==> config.mk <==
export PLATFORM = sky130hd
export DESIGN_NAME = cpu_run_ctrl
export DESIGN_NICKNAME = d
export VERILOG_FILES = /design/src/rtl/cpu_run_ctrl_pkg.sv /design/src/rtl/cpu_run_ctrl_run_cycle_cnt.sv /design/src/rtl/cpu_run_ctrl.sv
export SDC_FILE = /design/constraint.sdc
export NUM_CORES = 1
export LEC_CHECK = 0
export ABC_CLOCK_PERIOD_IN_PS = 2400
export CAP_MARGIN = 10
export CORE_UTILIZATION = 44
export DETAILED_ROUTE_END_ITERATION = 8
export GPL_TIMING_DRIVEN = 0
export PLACE_DENSITY = 0.93
export SLEW_MARGIN = 20
export SYNTH_ARGS = -nofsm -noshare
export SYNTH_HDL_FRONTEND = slang
export SYNTH_SLANG_ARGS = --single-unit
==> constraint.sdc <==
create_clock -name clk -period 2.4 [get_ports clk]
set_clock_uncertainty 0.05 [all_clocks]
set_input_delay 0.72 -clock clk [delete_from_list [all_inputs] [get_ports clk]]
set_output_delay 0.72 -clock clk [all_outputs]
set_load 0.02 [all_outputs]
==> src/rtl/cpu_run_ctrl_pkg.sv <==
// Shared state and stop-reason encodings for the cpu_run_ctrl run-control sequencer.
package cpu_run_ctrl_pkg;

    typedef enum logic [1:0] {
        ST_IDLE     = 2'd0,
        ST_WAIT_CAL = 2'd1,
        ST_RUN      = 2'd2,
        ST_STEP     = 2'd3
    } run_state_e;

    typedef enum logic [1:0] {
        RSN_CMD       = 2'd0,
        RSN_STEP_DONE = 2'd1,
        RSN_BREAK     = 2'd2,
        RSN_CAL_LOST  = 2'd3
    } stop_reason_e;

endpackage

==> src/rtl/cpu_run_ctrl_run_cycle_cnt.sv <==
// Saturating executed-cycle counter; clear has priority over enable.
module run_cycle_cnt #(
    parameter int CYC_W = 32
) (
    input  logic             clk,
    input  logic             rst_n,
    input  logic             i_clr,
    input  logic             i_en,
    output logic [CYC_W-1:0] o_cnt
);

    logic [CYC_W-1:0] r_cnt;

    // Counter register: clear on run start, count enabled cycles, stick at all-ones.
    always_ff @(posedge clk or negedge rst_n) begin
        if (!rst_n) begin
            r_cnt <= {CYC_W{1'b0}};
        end else if (i_clr) begin
            r_cnt <= {CYC_W{1'b0}};
        end else if (i_en && (r_cnt != {CYC_W{1'b1}})) begin
            r_cnt <= r_cnt + {{(CYC_W-1){1'b0}}, 1'b1};
        end else begin
            r_cnt <= r_cnt;
        end
    end

    assign o_cnt = r_cnt;

endmodule

==> src/rtl/cpu_run_ctrl.sv <==
// Run-control sequencer: turns monitor start/stop/step commands into registered start/quit pulses.
// Optional breakpoint stop is enabled by defining CPU_BREAK_EN.
module cpu_run_ctrl
    import cpu_run_ctrl_pkg::*;
#(
    parameter int STEP_W = 16,
    parameter int CYC_W  = 32
) (
    input  logic              clk,
    input  logic              rst_n,
    input  logic              start_cmd,
    input  logic              stop_cmd,
    input  logic              step_cmd,
    input  logic [STEP_W-1:0] step_num,
    input  logic              init_calib_complete,
    input  logic              stall,
    input  logic [31:0]       pc_id,
    input  logic              bp_en,
    input  logic [31:0]       bp_addr,
    output logic              cpu_start,
    output logic              quit_cmd,
    output logic              run_busy,
    output logic [1:0]        stop_reason,
    output logic [CYC_W-1:0]  run_cycles
);

    run_state_e   r_state;
    run_state_e   w_state_nxt;
    stop_reason_e r_stop_reason;
    stop_reason_e w_reason_nxt;
    logic [STEP_W-1:0] r_step_cnt;
    logic r_cpu_start;
    logic r_quit_cmd;
    logic r_run_busy;
    logic w_start_go;
    logic w_quit_go;
    logic w_step_load;
    logic w_bp_hit;
    logic w_running;

    assign w_running = (r_state == ST_RUN) || (r_state == ST_STEP);

`ifdef CPU_BREAK_EN
    assign w_bp_hit = w_running && !stall && bp_en && (pc_id == bp_addr);
`else
    logic w_unused_bp;
    assign w_unused_bp = ^{bp_en, bp_addr, pc_id};
    assign w_bp_hit    = 1'b0;
`endif

    // Next-state and pulse decisions; priority CAL_LOST > stop > BREAK > STEP_DONE.
    always_comb begin
        w_state_nxt  = r_state;
        w_reason_nxt = r_stop_reason;
        w_start_go   = 1'b0;
        w_quit_go    = 1'b0;
        w_step_load  = 1'b0;
        case (r_state)
            ST_IDLE: begin
                if (stop_cmd) begin
                    w_state_nxt = ST_IDLE;
                end else if (start_cmd) begin
                    if (init_calib_complete) begin
                        w_start_go   = 1'b1;
                        w_reason_nxt = RSN_CMD;
                        w_state_nxt  = ST_RUN;
                    end else begin
                        w_state_nxt = ST_WAIT_CAL;
                    end
                end else if (step_cmd && (step_num != {STEP_W{1'b0}}) && init_calib_complete) begin
                    w_start_go   = 1'b1;
                    w_step_load  = 1'b1;
                    w_reason_nxt = RSN_CMD;
                    w_state_nxt  = ST_STEP;
                end else begin
                    w_state_nxt = ST_IDLE;
                end
            end
            ST_WAIT_CAL: begin
                if (stop_cmd) begin
                    w_reason_nxt = RSN_CMD;
                    w_state_nxt  = ST_IDLE;
                end else if (init_calib_complete) begin
                    w_start_go   = 1'b1;
                    w_reason_nxt = RSN_CMD;
                    w_state_nxt  = ST_RUN;
                end else begin
                    w_state_nxt = ST_WAIT_CAL;
                end
            end
            ST_RUN, ST_STEP: begin
                if (!init_calib_complete) begin
                    // The status block stops itself when calibration is lost, so no quit pulse.
                    w_reason_nxt = RSN_CAL_LOST;
                    w_state_nxt  = ST_IDLE;
                end else if (stop_cmd) begin
                    w_quit_go    = 1'b1;
                    w_reason_nxt = RSN_CMD;
                    w_state_nxt  = ST_IDLE;
                end else if (w_bp_hit) begin
                    w_quit_go    = 1'b1;
                    w_reason_nxt = RSN_BREAK;
                    w_state_nxt  = ST_IDLE;
                end else if ((r_state == ST_STEP) && !stall &&
                             (r_step_cnt == {{(STEP_W-1){1'b0}}, 1'b1})) begin
                    w_quit_go    = 1'b1;
                    w_reason_nxt = RSN_STEP_DONE;
                    w_state_nxt  = ST_IDLE;
                end else begin
                    w_state_nxt = r_state;
                end
            end
            default: begin
                w_state_nxt = ST_IDLE;
            end
        endcase
    end

    // State, reason and pulse registers.
    always_ff @(posedge clk or negedge rst_n) begin
        if (!rst_n) begin
            r_state       <= ST_IDLE;
            r_stop_reason <= RSN_CMD;
            r_cpu_start   <= 1'b0;
            r_quit_cmd    <= 1'b0;
            r_run_busy    <= 1'b0;
        end else begin
            r_state       <= w_state_nxt;
            r_stop_reason <= w_reason_nxt;
            r_cpu_start   <= w_start_go;
            r_quit_cmd    <= w_quit_go;
            r_run_busy    <= (w_state_nxt != ST_IDLE);
        end
    end

    // Step down-counter: loaded on step start, decremented on each non-stalled STEP cycle.
    always_ff @(posedge clk or negedge rst_n) begin
        if (!rst_n) begin
            r_step_cnt <= {STEP_W{1'b0}};
        end else if (w_step_load) begin
            r_step_cnt <= step_num;
        end else if (w_state_nxt == ST_IDLE) begin
            r_step_cnt <= {STEP_W{1'b0}};
        end else if ((r_state == ST_STEP) && !stall && (r_step_cnt != {STEP_W{1'b0}})) begin
            r_step_cnt <= r_step_cnt - {{(STEP_W-1){1'b0}}, 1'b1};
        end else begin
            r_step_cnt <= r_step_cnt;
        end
    end

    run_cycle_cnt #(
        .CYC_W (CYC_W)
    ) u_run_cycle_cnt (
        .clk   (clk),
        .rst_n (rst_n),
        .i_clr (w_start_go),
        .i_en  (w_running && !stall),
        .o_cnt (run_cycles)
    );

    assign cpu_start   = r_cpu_start;
    assign quit_cmd    = r_quit_cmd;
    assign run_busy    = r_run_busy;
    assign stop_reason = r_stop_reason;

endmodule

==> results.md <==
- GRT Util Overall: 0.248
- Pleak: 1.83 nW
- Drt pass-1 iters: 7
- Max stage delay cell, worst path: clkdlybuf4s50_1
- Hold Path Class: primary input to asynchronous set/reset pin
- Worst r2r dst: u_run_cycle_cnt.o_cnt[29]
- Req. time, crit path: 2.54 ns
- Power Density: 500 nW/um^2
- Vias: 3383
- Hold_ws: 0.391 ns
- R2R depth: 6
- R2r setup slk: 0.03 ns
- Clk buf depth: 2
- Area growth, synth to finish: 35.1%
- VDD IR max: 0.239 mV
- CTS root buf: clkbuf_8
- First-pass GRT wire length: 14800 um
- Die height: 87.4 um
- Residual DRC: 0
- Worst path max stage delay: 0.44 ns
- Clock network latency to the later pin of the worst-skew pair: 0.32 ns
- Netlist cell types: 58
- Total negative slack: 0 ns
- # setup viols final: 0
- Share of the synthesized area in the top cell type: 0.429
- Mean post-synth cell area: 9.00 sq um
- Initial Util: 0.465
- Core ar.: 6910 sq um
- Internal power: 1.57 mW
- Worst slew margin: 0.543
- EDFF count, synth: 0
- PortBufs: 59
- I/O pin count: 125
- Initial antenna violation count: 0
- Fin worst setup slack: 0.00919 ns
- P_sw: 0.604 mW
- Dpl ws: -0.684 ns
- Syn Nets: 449
- Die ar.: 7640 sq um
- Worst Path Max Fanout: 10
- Gate Count Post-Synth: 357
- Max_cap viols: 0
- Register bit total from synthesis: 55
- Clock share of power: 0.335
- Grt ovf: 0
- Synthesized area: 3210 sq um
- Unrepaired setup endpoints after global routing: true
- H-tree levels: 2
- Period utilisation layout: 0.996
- Crit path DAT: 2.53 ns
- Synth top area cells: dfrtp_1, nand2_1, a21oi_1, o21ai_0, o31ai_1
- Combinational power share: 0.201
- Hold Vio Cnt, Final: 0
- Fin crit period: 2.39 ns
- Layout cells sized above 1: 0.162
- GP Congestion: 0.906
- Setup CP Type: primary input to flop
- Routed vias/inst: 6.40
- Pins Over Slew Limit: 0
- Clock slew at reported path FFs: 0.10 ns
- Routed wire length: 9840 um
- Dpl hpwl: 6160 um
- Largest net degree at the start of global routing: 56
- CTS Buf Count: 5
- Ys async rst share: 1.00
- Antenna-violating nets left: 0
- CTS tree: done
- Slew @ Worst Pin: 0.686 ns
- CP Buf/Inv Count: 2
- Yosys top cell by area: dfrtp_1
- Row count: 30
- Yosys warns: 0
- Critical Path Sink Type: flop
- Initial detailed-routing violation count: 318
- Ys flop type: dfrtp_1
- Post-placement cell count: 512
- CP Launch Type: primary input
- Peak Freq: 0.418 GHz
- Reg2reg start: u_run_cycle_cnt.o_cnt[4]
- Status: finished clean
- Critical path, cell by cell: clkdlybuf4s50_1, nor4_2, nand4_1, and3b_1, clkbuf_4, a2111oi_2, a21oi_1
- Die Wd: 87.4 um
- Vias in the first global route: 3210
- Family with the most delay on the worst path: simple AND/OR/NAND/NOR gates
- N_diodes: 0
- NumNets Final: 524
- Seq/Total Area, Yosys: 0.429
- WL/cell: 18.6 um
- Switching share of power: 0.278
- Share of power burned in registers: 0.464
- Post-Layout Cell Count: 529
- TritonCTS Sinks: 55
- CTS Hold Buffers Added: 0
final cells by class:
cell class              count  area (sq um)
clock inverters             2          60.1
flip-flops and latches     55          1380
clock buffers               6          72.6
multi-input cells         276          1870
well taps                  96           120
inverters                   8          30.0
fillers                   561          2570
plain buffers              16           108
repair buffers             70           697
synthesized netlist by cell type, types with 2 or more instances:
master and n:
and2_1 2, nor3b_1 2, or3_1 12, o21ai_0 29, and2_2 2, nand4_4 2, ha_1 4, nand2_1 42
nor3_1 7, o31ai_1 15, or4_1 14, inv_1 8, nor4_1 8, nand3b_1 2, nand4_1 10, and4_4 2
and3b_1 3, a31oi_1 2, a21oi_1 29, and4_2 2, nand3_1 18, buf_2 2, o21a_1 2, and3_1 7
nor2b_1 3, clkbuf_1 13, dfrtp_1 55, nand4b_1 3, nor2_1 11, a2111oi_0 2, mux2i_1 2, o2bb2ai_1 2
and4_1 2, o211ai_1 4, or2_2 2, xor2_1 10
placed cells by master, fill, tap and decap left out, types with 3 or more instances in the layout:
| cell | n |
|---|---|
| dfrtp_1 | 52 |
| clkdlybuf4s50_1 | 43 |
| nand2_1 | 42 |
| o21ai_0 | 29 |
| a21oi_1 | 26 |
| nand3_1 | 17 |
| o31ai_1 | 15 |
| buf_4 | 13 |
| dlymetal6s2s_1 | 13 |
| or4_1 | 12 |
| or3_1 | 12 |
| nand4_1 | 10 |
| nor2_1 | 10 |
| xor2_1 | 10 |
| inv_1 | 7 |
| nor3_1 | 7 |
| clkbuf_8 | 6 |
| clkbuf_1 | 6 |
| clkbuf_2 | 5 |
| and3_1 | 5 |
| nor4_2 | 4 |
| o211ai_1 | 4 |
| ha_1 | 4 |
| nor4_1 | 3 |
| and3b_1 | 3 |
| nand4b_1 | 3 |
| and2_2 | 3 |
| nand4_4 | 3 |
| dlygate4sd2_1 | 3 |
| dfrtp_2 | 3 |
registers in the layout (all words and copies together) (netlist names):
register and flops:
quit_cmd 1, run_busy 1, cpu_start 1, stop_reason 2, r_step_cnt 16, u_run_cycle_cnt.o_cnt 32, r_state 2
metal layers:
layer  GRT usage  share of wire  wire (um)
met2       0.456           0.51       5030
met5           0              0          0
met3      0.0464          0.076        748
met1       0.275           0.38       3720
met4       0.113          0.035        347
worst register-to-register path: stages (launching register included):
cell     delay (ns)
dfrtp_2        0.46
and4_4         0.29
nand4_4        0.18
or4_4          0.59
buf_6          0.15
or4_4          0.42
a21oi_2        0.16
through the flow:
step | area (sq um) | power (mW) | util
after floorplan | 3210 | 1.23 | -
after global placement | 3920 | 1.38 | 0.568
after detailed placement | 3920 | 1.40 | 0.568
after CTS | 4210 | 2.13 | 0.609
after global routing | 4340 | 2.24 | 0.628
final | 4340 | 2.17 | 0.628
how the worst max path moves through the flow:
stage                startpoint                   endpoint  slack, ns  depth (start not counted)
floorplan                 stall  u_run_cycle_cnt.o_cnt[29]       0.11                          6
global placement          rst_n             r_step_cnt[11]      -1.04                          1
detailed placement        stall             r_step_cnt[10]      -0.68                          7
CTS                 step_num[5]              r_step_cnt[9]      -0.02                          7
global route        step_num[6]  u_run_cycle_cnt.o_cnt[28]      -0.04                          8
finish              step_num[5]              r_step_cnt[9]      0.009                          7
cell families after synthesis:
group | share of synthesized area
and+or+nand+nor | 0.300
muxes | 0.00974
buffers and inverters | 0.0355
AOI/OAI and AO/OA | 0.180
DFF | 0.429
adders and majority gates | 0.0156
xor gates and xnor gates | 0.0300
timing repair:
action | CTS | global route
setup endpoints to repair | 48 | 37
gates resized for setup | 30 | 36
buffers inserted | 8 | 3
pin swaps | 10 | 8
power by group through the flow:
stage               combinational [mW]  clock (mW)  sequential, mW
floorplan                        0.184           0            1.05
global placement                 0.361           0            1.02
detailed placement               0.372           0            1.02
CTS                              0.397       0.731            1.01
global route                     0.468       0.765            1.01
finish                           0.437       0.727            1.01
Note: power is estimated with default switching activity, not from simulation.
